File: src/rtl/m_controller_pkg.sv
// m_controller_pkg
//   Shared definitions for the RV32M multiply/divide unit: funct3 op codes,
//   controller state encoding, register-select encodings for m_registers,
//   multiplier operand-select encodings and the division iteration count.
//   Imported by m_controller and by the datapath/top of the M unit.

package m_controller_pkg;

   // RV32M operations, encoded exactly as funct3.
   typedef enum logic [2:0] {
      OP_MUL    = 3'd0,
      OP_MULH   = 3'd1,
      OP_MULHSU = 3'd2,
      OP_MULHU  = 3'd3,
      OP_DIV    = 3'd4,
      OP_DIVU   = 3'd5,
      OP_REM    = 3'd6,
      OP_REMU   = 3'd7
   } op_t;

   // Controller states.
   typedef enum logic [2:0] {
      S_IDLE     = 3'd0,
      S_MUL_OP   = 3'd1,
      S_MUL_WAIT = 3'd2,
      S_MUL_CAP  = 3'd3,
      S_DIV_STEP = 3'd4,
      S_DONE     = 3'd5
   } state_t;

   // Restoring division runs one quotient bit per cycle.
   localparam int M_DIV_STEPS = 32;
   localparam int STEP_W      = 5;

   // Select widths.
   localparam int MUX_R_LENGTH     = 3;
   localparam int MUX_D_LENGTH     = 2;
   localparam int MUX_Z_LENGTH     = 2;
   localparam int MUX_MULTA_LENGTH = 1;
   localparam int MUX_MULTB_LENGTH = 1;

   // R register (dividend / remainder / low product).
   localparam logic [MUX_R_LENGTH-1:0] MUX_R_KEEP       = 3'd0;
   localparam logic [MUX_R_LENGTH-1:0] MUX_R_A          = 3'd1;
   localparam logic [MUX_R_LENGTH-1:0] MUX_R_A_NEG      = 3'd2;
   localparam logic [MUX_R_LENGTH-1:0] MUX_R_SUB_KEEP   = 3'd3;
   localparam logic [MUX_R_LENGTH-1:0] MUX_R_MULT_LOWER = 3'd4;

   // D register (divisor, shifted right once per division step).
   localparam logic [MUX_D_LENGTH-1:0] MUX_D_KEEP  = 2'd0;
   localparam logic [MUX_D_LENGTH-1:0] MUX_D_B     = 2'd1;
   localparam logic [MUX_D_LENGTH-1:0] MUX_D_B_NEG = 2'd2;
   localparam logic [MUX_D_LENGTH-1:0] MUX_D_SHR   = 2'd3;

   // Z register (quotient / high product).
   localparam logic [MUX_Z_LENGTH-1:0] MUX_Z_KEEP       = 2'd0;
   localparam logic [MUX_Z_LENGTH-1:0] MUX_Z_ZERO       = 2'd1;
   localparam logic [MUX_Z_LENGTH-1:0] MUX_Z_SHL_ADD    = 2'd2;
   localparam logic [MUX_Z_LENGTH-1:0] MUX_Z_MULT_UPPER = 2'd3;

   // Multiplier operand extension.
   localparam logic [MUX_MULTA_LENGTH-1:0] MUX_MULTA_R_UNSIGNED = 1'b0;
   localparam logic [MUX_MULTA_LENGTH-1:0] MUX_MULTA_R_SIGNED   = 1'b1;
   localparam logic [MUX_MULTB_LENGTH-1:0] MUX_MULTB_D_UNSIGNED = 1'b0;
   localparam logic [MUX_MULTB_LENGTH-1:0] MUX_MULTB_D_SIGNED   = 1'b1;

   function automatic logic is_mul_op(input op_t op);
      return (op == OP_MUL) || (op == OP_MULH) || (op == OP_MULHSU) || (op == OP_MULHU);
   endfunction

   function automatic logic is_signed_div_op(input op_t op);
      return (op == OP_DIV) || (op == OP_REM);
   endfunction

   // 1 selects Z (high product or quotient), 0 selects R.
   function automatic logic result_sel_of(input op_t op);
      return (op == OP_MULH) || (op == OP_MULHSU) || (op == OP_MULHU) ||
             (op == OP_DIV)  || (op == OP_DIVU);
   endfunction

endpackage

File: src/rtl/m_controller.sv
// m_controller
//   Control FSM for the RV32M multiply/divide unit. Accepts a request on a
//   valid/ready handshake, loads operands into m_registers on the acceptance
//   edge, then runs either a 3-cycle multiply or a 32-step restoring division
//   and presents the result until the downstream handshake completes.
//
// Ports
//   clk, reset              clock; asynchronous active-high reset
//   in_valid / in_ready     request handshake (in_ready high only in IDLE)
//   funct3                  RV32M op code, sampled at acceptance
//   rs1_sign, rs2_sign      operand sign bits, sampled at acceptance
//   rs2_zero                divisor is zero, sampled at acceptance
//   sub_neg                 subtractor sign; consumed by the datapath only
//   mux_R, mux_D, mux_Z     register selects for m_registers
//   mux_multA, mux_multB    multiplier operand signedness selects
//   out_valid / out_ready   result handshake (out_valid high only in DONE)
//   result_sel              0 = R, 1 = Z
//   neg_result              top negates the selected result

module m_controller
   import m_controller_pkg::*;
(
   input  logic                        clk,
   input  logic                        reset,
   input  logic                        in_valid,
   output logic                        in_ready,
   input  logic [2:0]                  funct3,
   input  logic                        rs1_sign,
   input  logic                        rs2_sign,
   input  logic                        rs2_zero,
   input  logic                        sub_neg,
   output logic [MUX_R_LENGTH-1:0]     mux_R,
   output logic [MUX_D_LENGTH-1:0]     mux_D,
   output logic [MUX_Z_LENGTH-1:0]     mux_Z,
   output logic [MUX_MULTA_LENGTH-1:0] mux_multA,
   output logic [MUX_MULTB_LENGTH-1:0] mux_multB,
   output logic                        out_valid,
   input  logic                        out_ready,
   output logic                        result_sel,
   output logic                        neg_result
);

   state_t                      state;
   logic [STEP_W-1:0]           step_cnt;
   op_t                         op_class;
   logic [MUX_MULTA_LENGTH-1:0] mult_a_q;
   logic [MUX_MULTB_LENGTH-1:0] mult_b_q;

   op_t  op_in;
   logic in_mul_state;
   logic accept;
   logic neg_next;

   // The restoring-step decision is taken inside m_registers.
   logic unused_sub_neg;
   assign unused_sub_neg = sub_neg;

   assign op_in        = op_t'(funct3);
   assign accept       = (state == S_IDLE) && in_valid;
   assign in_ready     = (state == S_IDLE);
   assign out_valid    = (state == S_DONE);
   assign in_mul_state = (state == S_MUL_OP) || (state == S_MUL_WAIT) || (state == S_MUL_CAP);

   // Sign of the final result. A zero divisor leaves the quotient at all ones,
   // which is already the required value, so DIV must not negate it; the
   // remainder always takes the dividend's sign.
   always_comb begin
      // NOTE: every always_comb output gets a default first so no path can infer a latch.
      neg_next = 1'b0;
      case (op_in)
         OP_DIV:  neg_next = (rs1_sign ^ rs2_sign) & ~rs2_zero;
         OP_REM:  neg_next = rs1_sign;
         default: neg_next = 1'b0;
      endcase
   end

   // Control state, step counter and registered result flags.
   always_ff @(posedge clk or posedge reset) begin
      if (reset) begin
         // NOTE: sequential state uses non-blocking assignments so every flop samples pre-edge values.
         state      <= S_IDLE;
         step_cnt   <= '0;
         op_class   <= OP_MUL;
         result_sel <= 1'b0;
         neg_result <= 1'b0;
         mult_a_q   <= MUX_MULTA_R_UNSIGNED;
         mult_b_q   <= MUX_MULTB_D_UNSIGNED;
      end else begin
         // The multiplier selects keep the value they had in the last MUL state.
         if (in_mul_state) begin
            mult_a_q <= mux_multA;
            mult_b_q <= mux_multB;
         end

         case (state)
            S_IDLE: begin
               if (accept) begin
                  op_class   <= op_in;
                  result_sel <= result_sel_of(op_in);
                  neg_result <= is_mul_op(op_in) ? 1'b0 : neg_next;
                  if (is_mul_op(op_in)) begin
                     state <= S_MUL_OP;
                  end else begin
                     state    <= S_DIV_STEP;
                     step_cnt <= STEP_W'(M_DIV_STEPS - 1);
                  end
               end
            end
            S_MUL_OP:   state <= S_MUL_WAIT;
            S_MUL_WAIT: state <= S_MUL_CAP;
            S_MUL_CAP:  state <= S_DONE;
            S_DIV_STEP: begin
               // Counter runs 31 down to 0, one quotient bit per cycle.
               if (step_cnt == '0) begin
                  state <= S_DONE;
               end else begin
                  step_cnt <= step_cnt - 1'b1;
               end
            end
            S_DONE: begin
               if (out_ready) state <= S_IDLE;
            end
            default: state <= S_IDLE;
         endcase
      end
   end

   // Register and multiplier selects. The load in IDLE is Mealy so that the
   // acceptance edge itself captures the operands.
   always_comb begin
      mux_R     = MUX_R_KEEP;
      mux_D     = MUX_D_KEEP;
      mux_Z     = MUX_Z_KEEP;
      mux_multA = mult_a_q;
      mux_multB = mult_b_q;

      case (state)
         S_IDLE: begin
            if (in_valid) begin
               mux_Z = MUX_Z_ZERO;
               if (is_signed_div_op(op_in)) begin
                  // Signed division runs on magnitudes; the sign is restored by the top.
                  mux_R = rs1_sign ? MUX_R_A_NEG : MUX_R_A;
                  mux_D = rs2_sign ? MUX_D_B_NEG : MUX_D_B;
               end else begin
                  mux_R = MUX_R_A;
                  mux_D = MUX_D_B;
               end
            end
         end
         S_MUL_OP, S_MUL_WAIT, S_MUL_CAP: begin
            mux_multA = ((op_class == OP_MULH) || (op_class == OP_MULHSU))
                        ? MUX_MULTA_R_SIGNED : MUX_MULTA_R_UNSIGNED;
            mux_multB = (op_class == OP_MULH) ? MUX_MULTB_D_SIGNED : MUX_MULTB_D_UNSIGNED;
            if (state == S_MUL_CAP) begin
               mux_R = MUX_R_MULT_LOWER;
               mux_Z = MUX_Z_MULT_UPPER;
            end
         end
         S_DIV_STEP: begin
            mux_R = MUX_R_SUB_KEEP;
            mux_D = MUX_D_SHR;
            mux_Z = MUX_Z_SHL_ADD;
         end
         default: ;
      endcase
   end

endmodule

File: config.mk
export PLATFORM = sky130hd
export DESIGN_NAME = m_controller
export DESIGN_NICKNAME = d
export VERILOG_FILES = /design/src/rtl/m_controller_pkg.sv /design/src/rtl/m_controller.sv
export SDC_FILE = /design/constraint.sdc
export NUM_CORES = 1
export LEC_CHECK = 0
export CORE_MARGIN = 8
export CORE_UTILIZATION = 40
export DETAILED_ROUTE_END_ITERATION = 16
export MAX_ROUTING_LAYER = met4
export PLACE_DENSITY = 0.72
export SETUP_SLACK_MARGIN = 0.05
export SYNTH_ARGS = -nofsm -noshare
export SYNTH_HDL_FRONTEND = slang
export SYNTH_SLANG_ARGS = --single-unit
File: constraint.sdc
create_clock -name clk -period 2.2 [get_ports clk]
set_clock_uncertainty 0.05 [all_clocks]
set_input_delay 0.66 -clock clk [delete_from_list [all_inputs] [get_ports clk]]
set_output_delay 0.66 -clock clk [all_outputs]
set_load 0.02 [all_outputs]
==> summary.md <==
| Metric | Value |
|---|---|
| Crit-path max FO | 5 |
| Port Buffer Count | 22 |
| Drt total wl | 2430 microns |
| Chip Height | 65.0 microns |
| Most common cell in the synthesized netlist | dfrtp_1 |
| Least-Margin Pin Slew | 0.605 ns |
| Hold crit path type | reg2reg |
| # setup viols final | 6 |
| Share of cells above drive strength 1 | 0.393 |
| Via count | 923 |
| RePlAce Congestion | 0.841 |
| Total clock buffers created by CTS | 3 |
| Clock Tree Root | clkbuf_4 |
| Post-Syn Area per Cell | 9.41 sq um |
| Crit path arrival time | 1.69 ns |
| Core footprint | 2230 sq um |
| Total Routing Usage GR | 0.127 |
| Clock-pin slew on the worst setup and hold paths | 0.09 ns |
| Yosys reg bits | 15 |
| Synthesis Warnings | 0 |
| RSZ-0062 raised after global routing | yes |
| MaxCap Viol Count | 0 |
| Clk_lat worst skew | 0.28 ns |
| Failing checks | setup timing |
| Post-route DRC violation count | 0 |
| N_diodes | 0 |
| Setup_tns | -0.647 ns |
| First-pass GRT wire length | 4280 microns |
| Top Ports | 24 |
| Die area | 4220 sq um |
| Clock Sinks | 15 |
| Critical path, cell by cell | or4b_4 > nand2b_4 > o21ai_4 > buf_6 |
| Netlist cell types | 40 |
| Worst path max stage delay | 0.57 ns |
| Starting Density | 0.430 |
| Slew margin rel. | 0.597 |
| Initial antenna violation count | 0 |
| Die width | 65.0 microns |
| LEAKAGE | 0.000646 uW |
| PwrDens | 1370 nW/um^2 |
| Synth top area share | 0.391 |
| Vias per inst | 5.49 |
| Cell area after layout | 1430 sq um |
| Initial DRC Count | 17 |
| CTS tree | done |
| Post-synth EDFFs | 0 |
| Placed inst area | 1350 sq um |
| Synth Flop Type | dfrtp_1 |
| Final ANT Viol Nets | 0 |
| Site row count | 17 |
| Async S/R FF share, synth | 1.00 |
| Post-Syn Area | 960 sq um |
| DR pass1 iterations | 4 |
| Buffer and inverter count on the worst path | 1 |
| Tcrit/Tclk final | 1.09 |
| Max Fclk | 417 MHz |
| Slowest stage cell, crit path | or4b_4 |
| Vias in the first global route | 905 |
| Largest net degree at the start of global routing | 27 |
| Hpwl dp | 1880 microns |
| Critical path type | reg2out |
| Critical Path RT | 1.49 ns |
| Dpl ws | -1.06 ns |
| Final Hold Fails | 0 |
| Area leader, netlist | dfrtp_1 |
| Crit path capture type | primary output |
| VDD IR max | 0.965 mV |
| Final min period | 2.40 ns |
| Synth top area cells | dfrtp_1 (39%), o41ai_1 (4.6%), nand2_1 (3.5%) |
| Top delay family on crit path | simple AND/OR/NAND/NOR gates |
| Syn Nets | 114 |
| H-Tree Depth | 1 |
| Sequential area share after synthesis | 0.391 |
| Clk buf depth | 2 |
| Outcome | finished, violations left |
| Slew Viols, Final | 0 |
| Total grt overflow | 0 |
| Layout Nets | 153 |
| Routed wire per std cell | 14.5 microns |
| Synth cell count leaders | dfrtp_1 (15), nand2_1 (9), inv_1 (7) |
| Startpoint type of the worst setup path | register |
| Area grow syn2layout | 48.8% |
| Syn Inst Count | 102 |
| Setup ws final | -0.198 ns |
-- flip-flops by register name (all words and copies together), names as in the netlist --
name / cells
mult_a_q: 1
mult_b_q: 1
neg_result: 1
op_class: 3
result_sel: 1
state: 3
step_cnt: 5
-- what timing repair did --
action                     CTS  global route
pin swaps                    4             5
hold endpoints to repair     0             0
hold buffers                 0             0
setup buffers                0             1
resized for setup           64             9
setup endpoints to repair   11            11
-- path summary, 6_finish.rpt --
kind,slack [ns],startpoint,depth (start not counted),to
worst max-delay path,-0.20,state[2]$_DFFE_PP0P_,4,mux_D[1]
worst min-delay path,0.43,neg_result$_DFFE_PP0P_,2,neg_result$_DFFE_PP0P_
worst max register to register,0.37,step_cnt[0]$_DFFE_PP0P_,5,step_cnt[0]$_DFFE_PP0P_
worst min register to register,0.43,neg_result$_DFFE_PP0P_,2,neg_result$_DFFE_PP0P_
max in group asynchronous,1.02,reset,2,step_cnt[0]$_DFFE_PP0P_
min in group asynchronous,0.68,reset,2,mult_b_q$_DFFE_PP0N_
-- cell type report --
class	count	area, sq um
clock buffer	4	26.3
fill	191	806
inverter	7	26.3
multi-input combinational	72	599
sequential	15	375
tap	28	35.0
timing repair buffer	42	365
-- kinds of logic (layout without fill, tap and decap cells) --
| kind of cell | count (synthesis) | in the layout | synth area share |
|---|---|---|---|
| flip-flops | 15 | 15 | 0.391 |
| AO/OA/AOI/OAI | 37 | 37 | 0.279 |
| multiplexers | 2 | 2 | 0.0313 |
| adder cells (fa/ha/maj) | 1 | 1 | 0.0130 |
| XOR/XNOR | 1 | 1 | 0.00913 |
| AND/OR/NAND/NOR | 31 | 31 | 0.199 |
| buffers and inverters | 15 | 53 | 0.0769 |
-- worst min-delay path: stages (launching register included) --
cell	delay (ns)
dfrtp_1	0.35
nand2_1	0.06
o21ai_2	0.05
-- through the flow --
stage	total power [uW]	hold slack, ns	utilization	cells
finish	1960	0.430	0.639	168
global route	2090	0.459	0.639	168
CTS	1910	0.435	0.624	167
detailed placement	1700	0.414	0.606	164
global placement	1660	0.411	0.606	164
floorplan	1200	0.452	-	102
-- power breakdown --
| group | internal (uW) | leakage [uW] | switching [uW] |
|---|---|---|---|
| logic | 651 | 0.000458 | 679 |
| registers | 380 | 0.000173 | 90.9 |
| clock network | 70.4 | 0.0000150 | 90.5 |
-- per-layer routing --
layer / up-vias / global-route usage / wire (microns)
li1: 448 / - / -
met1: 445 / 0.156 / 1090
met2: 26 / 0.201 / 1190
met3: 4 / 0.0223 / 117
met4: 0 / 0.0490 / 38
met5: - / - / 0
-- layout by cell type, fill, tap and decap left out, types with 2 or more instances in the layout --
master | Yosys | layout
buf_4 | 0 | 20
dfrtp_1 | 15 | 15
clkdlybuf4s50_1 | 0 | 8
buf_6 | 2 | 8
inv_1 | 7 | 7
nand2_1 | 9 | 6
o21ai_0 | 6 | 4
a21oi_1 | 5 | 4
a21o_1 | 4 | 4
dlygate4sd2_1 | 0 | 4
o21ai_2 | 3 | 3
o41ai_1 | 5 | 3
nand2_2 | 0 | 3
nor3_1 | 3 | 3
clkbuf_4 | 0 | 3
a31oi_1 | 2 | 2
nor2b_1 | 3 | 2
or4b_4 | 2 | 2
nand2b_1 | 2 | 2
o41ai_4 | 0 | 2
nor2_1 | 4 | 2
o21ai_4 | 0 | 2
mux2_4 | 2 | 2
a311oi_1 | 2 | 2
No activity file was read; power rests on OpenSTA's default activity.
